## config.mk

```make
export PLATFORM = sky130hd
export DESIGN_NAME = alu_instr_seq_flat
export DESIGN_NICKNAME = d
export VERILOG_FILES = /design/src/rtl/alu_instr_seq_if.sv /design/src/rtl/alu_instr_seq.sv /design/src/flat_wrapper.sv
export SDC_FILE = /design/constraint.sdc
export NUM_CORES = 1
export LEC_CHECK = 0
export BUFFER_PORTS_ARGS = -buffer_cell sky130_fd_sc_hd__buf_2
export CORE_MARGIN = 4
export CORE_UTILIZATION = 40
export DETAILED_ROUTE_END_ITERATION = 8
export SYNTH_ARGS = -nofsm -noshare
export SYNTH_HDL_FRONTEND = slang
export SYNTH_SLANG_ARGS = --single-unit
export TNS_END_PERCENT = 100
```

## constraint.sdc

```tcl
create_clock -name clk -period 3.6 [get_ports clk]
set_input_delay 0.18 -clock clk [delete_from_list [all_inputs] [get_ports clk]]
set_output_delay 0.18 -clock clk [all_outputs]
set_load 0.1 [all_outputs]
```

## src/rtl/alu_instr_seq_if.sv

```systemverilog
// Host / instruction-unit signal bundle for alu_instr_seq.
// master = host + instruction unit side, slave = the sequencer itself.
interface alu_instr_seq_if #(
  parameter int INSTR_W = 32,
  parameter int DEPTH   = 16
);
  localparam int CNT_W = $clog2(DEPTH + 1);

  logic               prog_we;
  logic [INSTR_W-1:0] prog_wdata;
  logic               prog_full;
  logic               prog_empty;
  logic [CNT_W-1:0]   prog_count;
  logic               run;
  logic               clear;
  logic [INSTR_W-1:0] instr;
  logic               done;
  logic [15:0]        result;
  logic               busy;
  logic               res_valid;
  logic               res_ready;
  logic [15:0]        res_data;
  logic [15:0]        retired;
  logic               overflow;
  logic               err;

  modport master (
    output prog_we, prog_wdata, run, clear, done, result, res_ready,
    input  prog_full, prog_empty, prog_count, instr, busy,
           res_valid, res_data, retired, overflow, err
  );

  modport slave (
    input  prog_we, prog_wdata, run, clear, done, result, res_ready,
    output prog_full, prog_empty, prog_count, instr, busy,
           res_valid, res_data, retired, overflow, err
  );
endinterface

```

## src/rtl/alu_instr_seq.sv

```systemverilog
// Instruction sequencer: program FIFO -> instr/done issue FSM -> valid/ready result port.
// Optional watchdog + ERR state built when SEQ_TIMEOUT_EN is defined.
module alu_instr_seq #(
  parameter int                 INSTR_W  = 32,
  parameter int                 DEPTH    = 16,
  parameter logic [INSTR_W-1:0] NOP_WORD = '0,
  parameter int                 TIMEOUT  = 255
) (
  input  logic           clk,
  input  logic           reset,
  alu_instr_seq_if.slave bus
);
  localparam int AW = (DEPTH > 1) ? $clog2(DEPTH) : 1;
  localparam int CW = $clog2(DEPTH + 1);

`ifdef SEQ_TIMEOUT_EN
  typedef enum logic [2:0] {
    S_IDLE = 3'd0, S_ISSUE = 3'd1, S_WAIT = 3'd2, S_RETIRE = 3'd3, S_ERR = 3'd4
  } state_t;
  localparam int WD_W = $clog2(TIMEOUT + 1);
  logic [WD_W-1:0] wd_reg;
`else
  typedef enum logic [1:0] {
    S_IDLE = 2'd0, S_ISSUE = 2'd1, S_WAIT = 2'd2, S_RETIRE = 2'd3
  } state_t;
  logic unused_timeout;
  assign unused_timeout = (TIMEOUT == 0);
`endif

  logic [INSTR_W-1:0] mem [DEPTH];
  logic [AW-1:0]      wr_ptr_reg, rd_ptr_reg;
  logic [CW-1:0]      count_reg;
  state_t             state_reg, state_next;
  logic [INSTR_W-1:0] instr_reg;
  logic [15:0]        cap_reg, res_data_reg, retired_reg;
  logic               pending_reg, res_valid_reg, overflow_reg;
  logic               full, empty, push, pop, slot_free;
  logic               complete, load_now, load_cap;

  assign full      = (count_reg == CW'(DEPTH));
  assign empty     = (count_reg == '0);
  assign push      = bus.prog_we && !bus.clear && !full;
  assign slot_free = !res_valid_reg || bus.res_ready;
  assign load_now  = complete && slot_free;

  always_comb begin
    state_next = state_reg;
    pop        = 1'b0;
    complete   = 1'b0;
    load_cap   = 1'b0;
    case (state_reg)
      S_IDLE: begin
        if (!bus.clear && bus.run && !empty) begin
          pop        = 1'b1;
          state_next = S_ISSUE;
        end
      end
      S_ISSUE, S_WAIT: begin
        if (bus.done) begin
          complete   = 1'b1;
          state_next = S_RETIRE;
        end
`ifdef SEQ_TIMEOUT_EN
        else if (wd_reg == WD_W'(TIMEOUT)) state_next = S_ERR;
`endif
        else state_next = S_WAIT;
      end
      S_RETIRE: begin
        // Result may already have gone straight to the slot on done; otherwise wait for room.
        if (!pending_reg) begin
          state_next = S_IDLE;
        end else if (slot_free) begin
          load_cap   = 1'b1;
          state_next = S_IDLE;
        end
      end
`ifdef SEQ_TIMEOUT_EN
      S_ERR: if (bus.clear) state_next = S_IDLE;
`endif
      default: state_next = S_IDLE;
    endcase
  end

  always_ff @(posedge clk) begin
    if (push) mem[wr_ptr_reg] <= bus.prog_wdata;
  end

  always_ff @(posedge clk) begin
    if (reset) begin
      state_reg     <= S_IDLE;
      wr_ptr_reg    <= '0;
      rd_ptr_reg    <= '0;
      count_reg     <= '0;
      instr_reg     <= NOP_WORD;
      cap_reg       <= '0;
      pending_reg   <= 1'b0;
      res_data_reg  <= '0;
      res_valid_reg <= 1'b0;
      retired_reg   <= '0;
      overflow_reg  <= 1'b0;
    end else begin
      state_reg <= state_next;

      if (bus.clear) begin
        wr_ptr_reg <= '0;
        rd_ptr_reg <= '0;
        count_reg  <= '0;
      end else begin
        if (push) wr_ptr_reg <= wr_ptr_reg + 1'b1;
        if (pop)  rd_ptr_reg <= rd_ptr_reg + 1'b1;
        count_reg <= count_reg + CW'(push) - CW'(pop);
      end

      if (pop)
        instr_reg <= mem[rd_ptr_reg];
      else if (state_next != S_ISSUE && state_next != S_WAIT)
        instr_reg <= NOP_WORD;

      if (complete) begin
        cap_reg     <= bus.result;
        pending_reg <= !slot_free;
      end else if (load_cap) begin
        pending_reg <= 1'b0;
      end

      if (load_now || load_cap) begin
        res_data_reg  <= load_now ? bus.result : cap_reg;
        res_valid_reg <= 1'b1;
        retired_reg   <= retired_reg + 16'd1;
      end else if (bus.res_ready) begin
        res_valid_reg <= 1'b0;
      end

      if (bus.clear)
        overflow_reg <= 1'b0;
      else if (bus.prog_we && full)
        overflow_reg <= 1'b1;
    end
  end

`ifdef SEQ_TIMEOUT_EN
  // Counts cycles spent in ISSUE+WAIT for the current instruction.
  always_ff @(posedge clk) begin
    if (reset || pop)
      wd_reg <= '0;
    else if (state_reg == S_ISSUE || state_reg == S_WAIT)
      wd_reg <= wd_reg + 1'b1;
  end
  assign bus.err = (state_reg == S_ERR);
`else
  assign bus.err = 1'b0;
`endif

  assign bus.prog_full  = full;
  assign bus.prog_empty = empty;
  assign bus.prog_count = count_reg;
  assign bus.instr      = instr_reg;
  assign bus.busy       = (state_reg == S_ISSUE) || (state_reg == S_WAIT) ||
                          (state_reg == S_RETIRE);
  assign bus.res_valid  = res_valid_reg;
  assign bus.res_data   = res_data_reg;
  assign bus.retired    = retired_reg;
  assign bus.overflow   = overflow_reg;
endmodule

```

## src/flat_wrapper.sv

```systemverilog
// flat-port wrapper written by rule: the top's interface ports become plain ports
module alu_instr_seq_flat 
#(
  parameter int                 INSTR_W  = 32,
  parameter int                 DEPTH    = 16,
  parameter logic [INSTR_W-1:0] NOP_WORD = '0,
  parameter int                 TIMEOUT  = 255
)
  (clk, reset, bus_prog_we, bus_prog_wdata, bus_run, bus_clear, bus_done, bus_result, bus_res_ready, bus_prog_full, bus_prog_empty, bus_prog_count, bus_instr, bus_busy, bus_res_valid, bus_res_data, bus_retired, bus_overflow, bus_err);
  alu_instr_seq_if #(.INSTR_W(INSTR_W), .DEPTH(DEPTH)) bus_i ();
  input  logic clk;
  input  logic reset;
  input wire logic [$bits(bus_i.prog_we)-1:0] bus_prog_we;
  input wire logic [$bits(bus_i.prog_wdata)-1:0] bus_prog_wdata;
  input wire logic [$bits(bus_i.run)-1:0] bus_run;
  input wire logic [$bits(bus_i.clear)-1:0] bus_clear;
  input wire logic [$bits(bus_i.done)-1:0] bus_done;
  input wire logic [$bits(bus_i.result)-1:0] bus_result;
  input wire logic [$bits(bus_i.res_ready)-1:0] bus_res_ready;
  output wire logic [$bits(bus_i.prog_full)-1:0] bus_prog_full;
  output wire logic [$bits(bus_i.prog_empty)-1:0] bus_prog_empty;
  output wire logic [$bits(bus_i.prog_count)-1:0] bus_prog_count;
  output wire logic [$bits(bus_i.instr)-1:0] bus_instr;
  output wire logic [$bits(bus_i.busy)-1:0] bus_busy;
  output wire logic [$bits(bus_i.res_valid)-1:0] bus_res_valid;
  output wire logic [$bits(bus_i.res_data)-1:0] bus_res_data;
  output wire logic [$bits(bus_i.retired)-1:0] bus_retired;
  output wire logic [$bits(bus_i.overflow)-1:0] bus_overflow;
  output wire logic [$bits(bus_i.err)-1:0] bus_err;
  assign bus_i.prog_we = bus_prog_we;
  assign bus_i.prog_wdata = bus_prog_wdata;
  assign bus_i.run = bus_run;
  assign bus_i.clear = bus_clear;
  assign bus_i.done = bus_done;
  assign bus_i.result = bus_result;
  assign bus_i.res_ready = bus_res_ready;
  assign bus_prog_full = bus_i.prog_full;
  assign bus_prog_empty = bus_i.prog_empty;
  assign bus_prog_count = bus_i.prog_count;
  assign bus_instr = bus_i.instr;
  assign bus_busy = bus_i.busy;
  assign bus_res_valid = bus_i.res_valid;
  assign bus_res_data = bus_i.res_data;
  assign bus_retired = bus_i.retired;
  assign bus_overflow = bus_i.overflow;
  assign bus_err = bus_i.err;
  alu_instr_seq #(.INSTR_W(INSTR_W), .DEPTH(DEPTH), .NOP_WORD(NOP_WORD), .TIMEOUT(TIMEOUT)) u_core (.clk(clk), .reset(reset), .bus(bus_i));
endmodule
```

* Word-level counts from Yosys, hierarchy flattened
Memory sizes are Yosys's and may differ from the RTL's. A register that Yosys moved wholly into a read port is not among the register bits. Index checks and enable logic that the tools add are counted.
Word-level totals: flip-flop bits (word level) 98, memories kept 1, memory bits (writable) 512, input bits 55, word-level logic and storage cells 69
Operators by class: equal/unequal tests 6, add/subtract/negate cells 5, reduce and logical (&&, ||, !) cells 23, mux-type cells 23
Memories:
- u_core.mem | depth 16, bits a word 32, read ports 1, clocked after Yosys merged registers in 1, wr ports 1, line alu_instr_seq.sv:30 | logic [INSTR_W-1:0] mem [DEPTH];
Operator list (count):
- $mux W32 | 2
- $add A16 B1 Y16 const B | 1
- $mux W16 | 1
- $mux W1 | 14
- $add A4 B1 Y4 const B | 2
- $mux W4 | 2
- $logic_and A1 B1 Y1 | 7
- $mux W2 | 3
- $pmux W2 S3 | 1
- $reduce_bool A2 Y1 | 3
- $add A5 B1 Y5 | 1
- $eq A5 B5 Y1 const B | 1
- $logic_not A1 Y1 | 5
- $logic_not A5 Y1 | 1
- $sub A5 B1 Y5 | 1
- $eq A2 B2 Y1 const B | 2
- $logic_or A1 B1 Y1 | 4
- $reduce_or A2 Y1 | 2
- $eq A2 B1 Y1 const B | 1
- $logic_not A2 Y1 | 1
- $ne A2 B1 Y1 const B | 1
- $ne A2 B2 Y1 const B | 1

* Logic depth before layout (Yosys ltp)
word-level depth 9, gate-level depth with buffers 13, mapped depth without buffers 13

* Least setup slack after synthesis
No wires, ideal clock.
path type flip-flop to flip-flop, start register u_core.count_reg[2] (netlist: u_core.bus.prog_count[2]), end memory u_core.mem[0][0] (enable), slack -0.892 ns, arrival 4.031 ns, setup time 0.461 ns, period minus slack after synthesis 4.492 ns, cell stages (with the launch flop) 7, path buffers 0, cell sequence dfxtp_1 > inv_1 > ha_1 > or4bb_2 > and2_1 > nand2_1 > nor3_1
Between the ends: cells in the longest elaborated chain, start to end 5
Ends and longest elaborated chain:
- start: declaration | line alu_instr_seq.sv:32 | logic [CW-1:0] count_reg;
- start signal: assignment | line alu_instr_seq.sv:111 | count_reg <= count_reg + CW'(push) - CW'(pop);
- $eq A5 B5 Y1 | line alu_instr_seq.sv:40 | assign full = (count_reg == CW'(DEPTH));
- $logic_not A1 Y1 | line alu_instr_seq.sv:42 | assign push = bus.prog_we && !bus.clear && !full;
- $logic_and A1 B1 Y1 | line alu_instr_seq.sv:42
- net u_core.push | line alu_instr_seq.sv:37 | logic full, empty, push, pop, slot_free;
- $mux W1 | line alu_instr_seq.sv:85 | if (push) mem[wr_ptr_reg] <= bus.prog_wdata;
- $mux W1 (implied by the code) | line alu_instr_seq.sv:85
- end: declaration | line alu_instr_seq.sv:30
The timed path passes the listed nets, and every way through them passes these cells.

* Final worst setup path
start register u_core.count_reg[3] (netlist: u_core.bus.prog_count[3]), end register u_core.count_reg[4] (netlist: u_core.bus.prog_count[4])
Between the ends: cells in the longest elaborated chain, start to end 6, elaborated cells on any way between the ends 10, classes of those cells 2 x add/sub; 1 x eq/ne; 2 x mux; 5 x reduce/logical
Ends and longest elaborated chain:
- $logic_not A5 Y1 | line alu_instr_seq.sv:41 | assign empty = (count_reg == '0);
- $logic_not A1 Y1 | line alu_instr_seq.sv:53 | if (!bus.clear && bus.run && !empty) begin
- $logic_and A1 B1 Y1 | line alu_instr_seq.sv:53
- $mux W1 | line alu_instr_seq.sv:53
- $mux W1 | line alu_instr_seq.sv:51 | case (state_reg)
- net u_core.pop | line alu_instr_seq.sv:37
- $sub A5 B1 Y5 | line alu_instr_seq.sv:111
The timed path passes the listed nets, and every way through them passes these cells. A chain may end at the register's enable or synchronous reset.

==> flow_metrics.env <==
export IMPL_dieArea_um2=63500
export IMPL_cts_setup_buffers=0
export IMPL_ant_nets=0
export IMPL_placed_cell_area_um2=25730
export IMPL_grt_setup_unrepaired="false"
export IMPL_cp_required_ns=4.13
export IMPL_async_flop_share=0
export IMPL_route_met3_wl_um=3039
export IMPL_clock_latency_ns=0.63
export IMPL_track_usage=0.1690
export IMPL_num_rows=89
export IMPL_drive_gt1_frac=0.3079
export IMPL_start_kind="register"
export IMPL_drc=0
export IMPL_drt_wl_total_um=54450
export IMPL_synth_fp_nets=1350
export IMPL_fin_nets=1565
export IMPL_grt_ovfl_total=0
export IMPL_antenna_found_initial=2
export IMPL_crit_fanout=4
export IMPL_ir_drop_mv=0.6417
export IMPL_outcome="completed"
export IMPL_min_period_ns=2.982
export IMPL_synth_top_family_by_area="multiplexers"
export IMPL_worst_slew_pin_slew_ns=1.139
export IMPL_setup_violations=0
export IMPL_hold_viol=0
export IMPL_stdcell_area_um2=28500
export IMPL_utilization=0.4830
export IMPL_dr_pass1_iters=5
export IMPL_hp_class="in2reg"
export IMPL_cts_buffers=61
export IMPL_grt_pass1_wl_um=81600
export IMPL_dp_hpwl_um=31800
export IMPL_cts_tree="yes"
export IMPL_p_switching_w=0.004155
export IMPL_synth_warnings=0
export IMPL_post_drt_via_cell_ratio=5.439
export IMPL_clock_path_buffers=3
export IMPL_p_leak_nw=9.298
export IMPL_power_density_nw_per_um2=588.3
export IMPL_clk_pin_slew_ns=0.06
export IMPL_die_w_um=252.0
export IMPL_port_buffers=128
export IMPL_synthMuxAreaShare=0.1224
export IMPL_p_clk_frac=0.417
export IMPL_dr_wl_met2_um=26780
export IMPL_top_layer_used="met4"
export IMPL_worst_hold_slack_ns=0.05527
export IMPL_grt_pass1_vias=12923
export IMPL_fmax_mhz=335.3
export IMPL_cap_violations=0
export IMPL_drt_iter0_drc=992
export IMPL_slew_violations=0
export IMPL_largest_register_ffs=512
export IMPL_yosys_most_used_dff="edfxtp_1"
export IMPL_grt_max_degree=74
export IMPL_finClkSkew_ns=0.02982
export IMPL_synthXorXnorAreaFrac=0.004414
export IMPL_syn_inst=1279
export IMPL_period_share=0.8284
export IMPL_fp_dieH_um=252.0
export IMPL_synth_edff_count=512
export IMPL_synth_distinct_cells=56
export IMPL_drt_met1_wl_um=23470
export IMPL_internal_power_w=0.01261
export IMPL_seqPwrFrac=0.473
export IMPL_synth_simple_area_share=0.04367
export IMPL_combPwrFrac=0.110
export IMPL_gp_congestion=0.7315
export IMPL_synth_compound_area_frac=0.06989
export IMPL_htreeDepth=2
export IMPL_coreArea_um2=59020
export IMPL_slew_headroom=0.2379
export IMPL_crit_type="reg2reg"
export IMPL_start_util=0.4035
export IMPL_cts_hold_buffers=51
export IMPL_synthAdderAreaFrac=0.008723
export IMPL_endpoint_kind="register"
export IMPL_syn_area_per_cell_um2=18.62
export IMPL_io_pins=130
export IMPL_swShare=0.2478
export IMPL_synth_seq_cells=614
export IMPL_via_count=12619
export IMPL_syn2layout_area_growth_pct=19.70
export IMPL_yosysSeqAreaShare=0.7314
export IMPL_avgRoutedWirePerCell_um=23.47
export IMPL_root_buffer="clkbuf_16"
export IMPL_netlist_area_um2=23810
export IMPL_numClockSinks=614
export IMPL_arrival_ns=3.51
export IMPL_cts_repair_resized=0
-- cells in the mapped netlist (3+ instances only) --
library cell | count | area (um^2)
buf_1 | 11 | 41.29
a32oi_1 | 7 | 61.31
dfxtp_1 | 102 | 2042
xor2_1 | 6 | 52.55
or3_1 | 8 | 50.05
a311oi_1 | 8 | 70.07
ha_1 | 15 | 187.7
nor3_1 | 6 | 30.03
buf_2 | 13 | 65.06
o21ai_1 | 7 | 35.03
clkbuf_1 | 42 | 157.7
and2_1 | 5 | 31.28
a22o_1 | 65 | 569.3
nand2b_1 | 3 | 18.77
buf_4 | 5 | 37.54
a21oi_1 | 42 | 210.2
xnor2_1 | 6 | 52.55
nor2b_1 | 5 | 31.28
edfxtp_1 | 512 | 15370
inv_1 | 19 | 71.32
nand3b_1 | 32 | 240.2
o31ai_2 | 30 | 375.4
nand3_1 | 6 | 30.03
nand4_1 | 6 | 37.54
nand2_1 | 67 | 251.5
buf_6 | 7 | 78.83
nor2_1 | 41 | 153.9
o31ai_1 | 6 | 45.04
o21ai_0 | 33 | 165.2
mux4_2 | 128 | 2883
or4_1 | 4 | 30.03
-- cell usage in the layout (no fill, tap or decap), drive strengths merged, types with 3 or more instances in the layout --
| master | n |
|---|---|
| nand2b | 3 |
| clkbuf | 78 |
| xnor2 | 6 |
| dlygate4sd3 | 51 |
| edfxtp | 512 |
| nor2b | 5 |
| clkinv | 21 |
| or4 | 4 |
| or3 | 8 |
| o21ai | 40 |
| nand3 | 7 |
| nand4 | 6 |
| clkinvlp | 3 |
| dfxtp | 102 |
| a311oi | 8 |
| o31ai | 36 |
| a22o | 65 |
| xor2 | 6 |
| and2 | 5 |
| ha | 15 |
| a211oi | 4 |
| buf | 179 |
| nand2 | 67 |
| a21oi | 42 |
| nor2 | 41 |
| inv | 19 |
| mux4 | 128 |
| a32oi | 7 |
| bufinv | 14 |
| nand3b | 32 |
| nor3 | 6 |
-- per-layer routing --
| metal | global-route usage | vias up |
|---|---|---|
| met4 | 0.04634 | 0 |
| met5 | 0 | - |
| met1 | 0.2331 | 6568 |
| met2 | 0.2834 | 364 |
| li1 | - | 5611 |
| met3 | 0.02556 | 76 |
-- kinds of logic after synthesis --
logic type	after synthesis
mux	131
other cells	1
buf+inv	98
xor+xnor	12
compound gates	209
simple gates	198
flops	614
fa+ha+maj	16
-- layout make-up --
class / count / area (um^2)
flip-flops and latches: 614 / 17420
clock inverters: 37 / 575.6
fillers: 4903 / 30520
inverters: 20 / 80.08
repair buffers: 230 / 1672
well taps: 773 / 967.2
diodes: 1 / 2.502
multi-input cells: 567 / 6100
clock buffers: 78 / 1683
-- stage by stage --
step / setup WS [ns] / TNS [ns] / std cells / power [W]
global route: 0.4919 / 0 / 2319 / 0.01735
finish: 0.6179 / 0 / 2320 / 0.01677
CTS: 0.6139 / 0 / 2319 / 0.01695
detailed placement: 0.6237 / 0 / 2153 / 0.009907
global placement: 0.6423 / 0 / 2153 / 0.009880
floorplan: -0.03511 / -7.654 / 1279 / 0.009480
-- critical path: stages, from the launching register on --
cell and delay [ns]:
dfxtp_1 0.32, inv_1 0.09, ha_1 0.16, or4b_4 0.52, nand3_2 0.11, inv_1 0.07, ha_1 0.27, inv_1 0.04
ha_1 0.20, fa_1 0.44, a21oi_1 0.16, nor2_1 0.06, or3_1 0.34, a21oi_1 0.14
-- final timing paths --
check	end	from	slack, ns	cells after the start
worst min register to register	u_core.bus.res_data[6]	u_core.bus.res_data[6]	0.45	2
worst max-delay path	u_core.bus.prog_count[4]	u_core.bus.prog_count[3]	0.62	13
worst max register to register	u_core.bus.prog_count[4]	u_core.bus.prog_count[3]	0.62	13
worst min-delay path	u_core.wr_ptr_reg[3]	bus_clear	0.06	5
-- power by group through the flow --
stage	sequential [W]	clock, W	combinational (W)
6_report	0.00793	0.00699	0.00185
5_1_grt	0.00794	0.00744	0.00197
4_1_cts	0.00793	0.00714	0.00187
3_3_place_gp	0.00807	0	0.00181
2_1_floorplan	0.00860	0	0.000879
3_5_place_dp	0.00808	0	0.00183
No activity file was read; power rests on OpenSTA's default activity.
